### config.mk
export PLATFORM = sky130hd
export DESIGN_NAME = lcd_decimal_writer
export DESIGN_NICKNAME = d
export VERILOG_FILES = /design/src/rtl/lcd_fmt_pkg.sv /design/src/rtl/bcd_double_dabble.sv /design/src/rtl/lcd_decimal_writer.sv
export SDC_FILE = /design/constraint.sdc
export NUM_CORES = 1
export LEC_CHECK = 0
export CAP_MARGIN = 20
export CORE_MARGIN = 2
export CORE_UTILIZATION = 55
export CTS_CLUSTER_DIAMETER = 40
export CTS_CLUSTER_SIZE = 28
export DETAILED_ROUTE_END_ITERATION = 16
export PLACE_DENSITY = 0.85
export SKIP_CTS_REPAIR_TIMING = 1
export SYNTH_ARGS = -nofsm -noshare
export SYNTH_HDL_FRONTEND = slang
export SYNTH_SLANG_ARGS = --single-unit
export TNS_END_PERCENT = 1
### constraint.sdc
create_clock -name clock -period 5.9 [get_ports clock]
set_input_delay 1.475 -clock clock [delete_from_list [all_inputs] [get_ports clock]]
set_output_delay 1.475 -clock clock [all_outputs]
set_load 0.02 [all_outputs]
### src/rtl/lcd_fmt_pkg.sv
// Shared types and constants for the decimal LCD writer and its BCD converter.
package lcd_fmt_pkg;

  localparam int DIN_W      = 32;
  localparam int NUM_DIGITS = 10;
  localparam int BCD_W      = 4 * NUM_DIGITS;
  localparam int CNT_W      = $clog2(DIN_W);

  localparam logic [7:0] ASCII_ZERO = 8'h30;

  // Sequencer states; ST_IDLE is the all-zero reset encoding.
  typedef enum logic [2:0] {
    ST_IDLE,
    ST_CONVERT,
    ST_CLEAR,
    ST_CLR_GAP,
    ST_EMIT,
    ST_EMIT_GAP,
    ST_FINISH
  } state_e;

  // Double-dabble correction: every BCD nibble >= 5 gets +3 before the shift.
  function automatic logic [BCD_W-1:0] dd_adjust(input logic [BCD_W-1:0] bcd);
    logic [BCD_W-1:0] r;
    r = bcd;
    for (int i = 0; i < NUM_DIGITS; i++) begin
      if (bcd[4*i +: 4] >= 4'd5) r[4*i +: 4] = bcd[4*i +: 4] + 4'd3;
    end
    return r;
  endfunction

  // Index of the most significant non-zero digit; 0 when the value is zero,
  // so a zero value still shows a single '0'.
  function automatic logic [3:0] top_digit_idx(input logic [BCD_W-1:0] bcd);
    logic [3:0] idx;
    idx = '0;
    for (int i = 0; i < NUM_DIGITS; i++) begin
      if (bcd[4*i +: 4] != 4'd0) idx = 4'(i);
    end
    return idx;
  endfunction

  // One BCD digit selected by index (0 = least significant).
  function automatic logic [3:0] digit_at(input logic [BCD_W-1:0] bcd, input logic [3:0] idx);
    return bcd[{idx, 2'b00} +: 4];
  endfunction

endpackage

### src/rtl/bcd_double_dabble.sv
// Iterative binary-to-BCD converter: one shift per cycle, DIN_W cycles per value.
// done is high during the final shift cycle; bcd holds the result from the next
// cycle until the following start.
module bcd_double_dabble
  import lcd_fmt_pkg::*;
(
  input  logic             clock,
  input  logic             reset,
  input  logic             start,
  input  logic [DIN_W-1:0] din,
  output logic             done,
  output logic [BCD_W-1:0] bcd
);

  logic             busy_q, busy_d;
  logic [CNT_W-1:0] cnt_q,  cnt_d;
  logic [DIN_W-1:0] bin_q,  bin_d;
  logic [BCD_W-1:0] bcd_q,  bcd_d;
  logic [BCD_W-1:0] adj;

  assign adj = dd_adjust(bcd_q);

  // Next-state: load on start, otherwise correct-and-shift while busy.
  always_comb begin
    // NOTE: every _d gets its hold value first so no path leaves it unassigned, which would infer a latch.
    busy_d = busy_q;
    cnt_d  = cnt_q;
    bin_d  = bin_q;
    bcd_d  = bcd_q;
    if (busy_q) begin
      bcd_d = {adj[BCD_W-2:0], bin_q[DIN_W-1]};
      bin_d = {bin_q[DIN_W-2:0], 1'b0};
      cnt_d = cnt_q + 1'b1;
      if (cnt_q == CNT_W'(DIN_W - 1)) busy_d = 1'b0;
    end else if (start) begin
      busy_d = 1'b1;
      cnt_d  = '0;
      bin_d  = din;
      bcd_d  = '0;
    end
  end

  // State registers with asynchronous clear.
  always_ff @(posedge clock or posedge reset) begin
    // NOTE: sequential state uses non-blocking assignments so all flops update from pre-edge values.
    if (reset) begin
      busy_q <= 1'b0;
      cnt_q  <= '0;
      bin_q  <= '0;
      bcd_q  <= '0;
    end else begin
      busy_q <= busy_d;
      cnt_q  <= cnt_d;
      bin_q  <= bin_d;
      bcd_q  <= bcd_d;
    end
  end

  assign done = busy_q && (cnt_q == CNT_W'(DIN_W - 1));
  assign bcd  = bcd_q;

endmodule

### src/rtl/lcd_decimal_writer.sv
// Converts a 32-bit value to decimal and paces it out to a character LCD:
// one clear pulse, then one strobe per digit, each followed by GAP_CYCLES idle cycles.
module lcd_decimal_writer
  import lcd_fmt_pkg::*;
#(
  parameter int GAP_CYCLES    = 16,
  parameter bit BLANK_LEADING = 1'b1
) (
  input  logic             clock,
  input  logic             reset,
  input  logic             start,
  input  logic [DIN_W-1:0] value,
  output logic             busy,
  output logic             done,
  output logic             lcd_reset,
  output logic             lcd_write_en,
  output logic [7:0]       lcd_write_data
);

  localparam logic [7:0] GAP_LOAD = 8'(GAP_CYCLES - 1);

  state_e     state_q, state_d;
  logic [7:0] gap_q,   gap_d;
  logic [3:0] idx_q,   idx_d;
  logic [7:0] wdata_q, wdata_d;

  logic             accept;
  logic             dd_done;
  logic [BCD_W-1:0] bcd;
  logic [3:0]       first_idx;
  logic [3:0]       nxt_idx;

  // A new value is taken only when idle or in the one-cycle finish state.
  assign accept = start && (state_q == ST_IDLE || state_q == ST_FINISH);

  bcd_double_dabble u_dd (
    .clock (clock),
    .reset (reset),
    .start (accept),
    .din   (value),
    .done  (dd_done),
    .bcd   (bcd)
  );

  assign first_idx = BLANK_LEADING ? top_digit_idx(bcd) : 4'(NUM_DIGITS - 1);
  assign nxt_idx   = idx_q - 4'd1;

  // Sequencer next-state: conversion, clear, then digit strobes with gaps.
  always_comb begin
    state_d = state_q;
    gap_d   = gap_q;
    idx_d   = idx_q;
    wdata_d = wdata_q;
    case (state_q)
      ST_IDLE: begin
        if (accept) state_d = ST_CONVERT;
      end
      ST_CONVERT: begin
        if (dd_done) state_d = ST_CLEAR;
      end
      ST_CLEAR: begin
        state_d = ST_CLR_GAP;
        gap_d   = GAP_LOAD;
      end
      ST_CLR_GAP: begin
        if (gap_q == 8'd0) begin
          state_d = ST_EMIT;
          idx_d   = first_idx;
          wdata_d = ASCII_ZERO + {4'h0, digit_at(bcd, first_idx)};
        end else begin
          gap_d = gap_q - 8'd1;
        end
      end
      ST_EMIT: begin
        state_d = ST_EMIT_GAP;
        gap_d   = GAP_LOAD;
      end
      ST_EMIT_GAP: begin
        if (gap_q != 8'd0) begin
          gap_d = gap_q - 8'd1;
        end else if (idx_q == 4'd0) begin
          state_d = ST_FINISH;
        end else begin
          state_d = ST_EMIT;
          idx_d   = nxt_idx;
          wdata_d = ASCII_ZERO + {4'h0, digit_at(bcd, nxt_idx)};
        end
      end
      ST_FINISH: begin
        state_d = accept ? ST_CONVERT : ST_IDLE;
      end
      default: state_d = ST_IDLE;
    endcase
  end

  // Sequencer registers; write data is loaded on entry to EMIT and held otherwise.
  always_ff @(posedge clock or posedge reset) begin
    if (reset) begin
      state_q <= ST_IDLE;
      gap_q   <= '0;
      idx_q   <= '0;
      wdata_q <= '0;
    end else begin
      state_q <= state_d;
      gap_q   <= gap_d;
      idx_q   <= idx_d;
      wdata_q <= wdata_d;
    end
  end

  assign busy           = (state_q != ST_IDLE) && (state_q != ST_FINISH);
  assign done           = (state_q == ST_FINISH);
  assign lcd_reset      = (state_q == ST_CLEAR);
  assign lcd_write_en   = (state_q == ST_EMIT);
  assign lcd_write_data = wdata_q;

endmodule

==> flow_metrics.tcl <==
set metrics [dict create \
    outcome "complete, no violations" \
    p_switching_mw 1.53 \
    overflow 0 \
    synth_cell_types 55 \
    num_vias 4814 \
    min_path_type "flip-flop to flip-flop" \
    grt_max_degree 80 \
    post_drt_via_cell_ratio 5.86 \
    core_area_um2 10300 \
    initial_utilization 0.566 \
    syn_inst 652 \
    skew_ns 0.0149 \
    cp.required_ns 4.43 \
    endpoint_kind "output port" \
    synth_warnings 0 \
    crit_path_start_kind "flip-flop" \
    synth_edf_count 0 \
    rsz0062_at_grt "false" \
    wl_per_cell_um 15.6 \
    synth.most_common_cell "nand2_1" \
    drive_gt1_frac 0.0482 \
    place.detailed.hpwl_um 8770 \
    cts_buffers 9 \
    finalWirelength_um 12800 \
    yosysTopAreaCell "dfrtp_1" \
    grt.total_usage 0.237 \
    setup_tns_ns 0 \
    fp.dieW_um 107 \
    syn2layout_area_growth_pct 11.7 \
    syn_area_um2 5820 \
    crit_arrival_ns 2.13 \
    n_antenna_cell 0 \
    path_clk_slew_ns 0.10 \
    synth_flop_cell "dfrtp_1" \
    gp_congestion 0.837 \
    p_total_mw 3.37 \
    vdd_drop_max_v 0.000281 \
    cell_internal_pwr_mw 1.84 \
    io_pins 47 \
    clock-sinks 98 \
    insertion_delay_ns 0.38 \
    cts-root-buf "clkbuf_8" \
    path_class "flip-flop to output port" \
    netlist.area_leader.share 0.421 \
    worstPathMaxFanout 9 \
    finalCritPeriodShare 0.612 \
    grt_pass1_vias 4633 \
    ys_seq_area_frac 0.421 \
    fmax_mhz 277 \
    port_buffers 44 \
    powerDensity_nw_per_um2 519 \
    timing.hold.ws_ns 0.489 \
    die_area_um2 11400 \
    grt_pass1_wl_um 21700 \
    antenna_found_initial 0 \
    finalHoldViolations 0 \
    drv_slew 0 \
    p_seq_frac 0.367 \
    drt_pass1_iterations 5 \
    synthTopCellsByArea "dfrtp_1, nand2_1, o21ai_0" \
    syn_area_per_cell_um2 8.93 \
    rows 37 \
    clock_path_buffers 2 \
    switching_share 0.455 \
    post-place-cells 805 \
    power_leakage_nw 2.88 \
    cts_tree "yes" \
    async_flop_share 1.00 \
    worst_pin_slew_ns 0.887 \
    die-height_um 107 \
    fin_crit_ns 3.61 \
    drc_errors 0 \
    maxCapViolCount 0 \
    relSlewSlack 0.408 \
    fin_cells 821 \
    comb_power_share 0.508 \
    nets 745 \
    ant_nets 0 \
    power_frac_clock 0.125 \
    synth_commonest_cells "nand2_1, dfrtp_1, o21ai_0, mux2i_1, ha_1" \
    drt_iter0_markers 324 \
    htree_num_levels 3 \
    setup_violations 0 \
    synth_seq_cells 98 \
]
## placed cells by master (no fill, tap or decap), drive strengths merged, types with 3 or more instances in the layout
cell type / netlist / layout
o31ai: 20 / 20
a211oi: 3 / 3
clkbuf: 22 / 11
o21ai: 89 / 89
ha: 30 / 30
or3b: 4 / 4
nor2: 20 / 20
xnor2: 15 / 15
buf: 9 / 3
nor3b: 19 / 19
nor3: 7 / 7
nand2: 129 / 129
xor2: 7 / 7
a2bb2oi: 5 / 5
nand3: 17 / 17
nand2b: 21 / 21
mux2i: 40 / 40
clkdlybuf4s50: 0 / 44
o22ai: 6 / 6
dfrtp: 98 / 98
a21oi: 29 / 29
and3b: 3 / 3
inv: 27 / 30
mux2: 3 / 3
## path summary, 6_finish.rpt
check / from / endpoint / slack (ns) / cells after the start
worst max-delay path: state_q[2] / busy / 2.29 / 4
worst min-delay path: u_dd.bin_q[0] / u_dd.bin_q[1] / 0.49 / 2
worst max register to register: u_dd.bcd[36] / lcd_write_data[2] / 3.03 / 9
worst min register to register: u_dd.bin_q[0] / u_dd.bin_q[1] / 0.49 / 2
max in group asynchronous: reset / u_dd.bcd[23] / 3.38 / 3
min in group asynchronous: reset / u_dd.bin_q[2] / 1.63 / 2
## per-stage QoR
stage                     instance area (um2)  setup WS, ns   util
final                                    6500          2.29  0.633
after global routing                     6500          2.17  0.633
after CTS                                6500          2.29  0.633
after detailed placement                 6320          2.32  0.615
after global placement                   6320          2.40  0.615
after floorplan                          5820          1.86      -
## layout make-up
type	instances	area (um2)
flip-flops and latches	98	2460
inverters	27	104
clock buffers	11	141
fillers	862	3770
multi-input cells	497	3120
repair buffers	47	463
clock inverters	5	45.0
well taps	136	170
## logic make-up after synthesis
group / count (synthesis) / share of synthesized area
AND/OR/NAND/NOR: 236 / 0.197
buffers and inverters: 58 / 0.0439
flip-flops: 98 / 0.421
adder cells (fa/ha/maj): 30 / 0.0645
other: 1 / 0.000644
multiplexers: 43 / 0.0746
AO/OA/AOI/OAI: 164 / 0.165
XOR/XNOR: 22 / 0.0331
## worst max-delay path: stages (launching register included)
cell and delay [ns]:
dfrtp_1 0.49, nand2b_1 0.25, nand2_1 0.18, or2_2 0.31, clkdlybuf4s50_1 0.53
## state kept, by name, indices dropped and copies added (netlist names)
name	flops
gap_q	8
u_dd.bin_q	32
lcd_write_data	5
state_q	3
idx_q	4
u_dd.cnt_q	5
u_dd.busy_q	1
u_dd.bcd	40
## power groups by stage
stage	combinational, mW	sequential [mW]	clock [mW]
6_report	1.71	1.24	0.423
5_1_grt	1.93	1.28	0.460
4_1_cts	1.70	1.23	0.433
3_5_place_dp	1.69	1.24	0
3_3_place_gp	1.60	1.22	0
2_1_floorplan	1.38	1.14	0
## metal layers
layer	wire, um	global-route usage
met4	299	0.0853
met3	674	0.0474
met2	6120	0.385
met1	5700	0.316
met5	0	0
(Power assumes the default switching activity.)
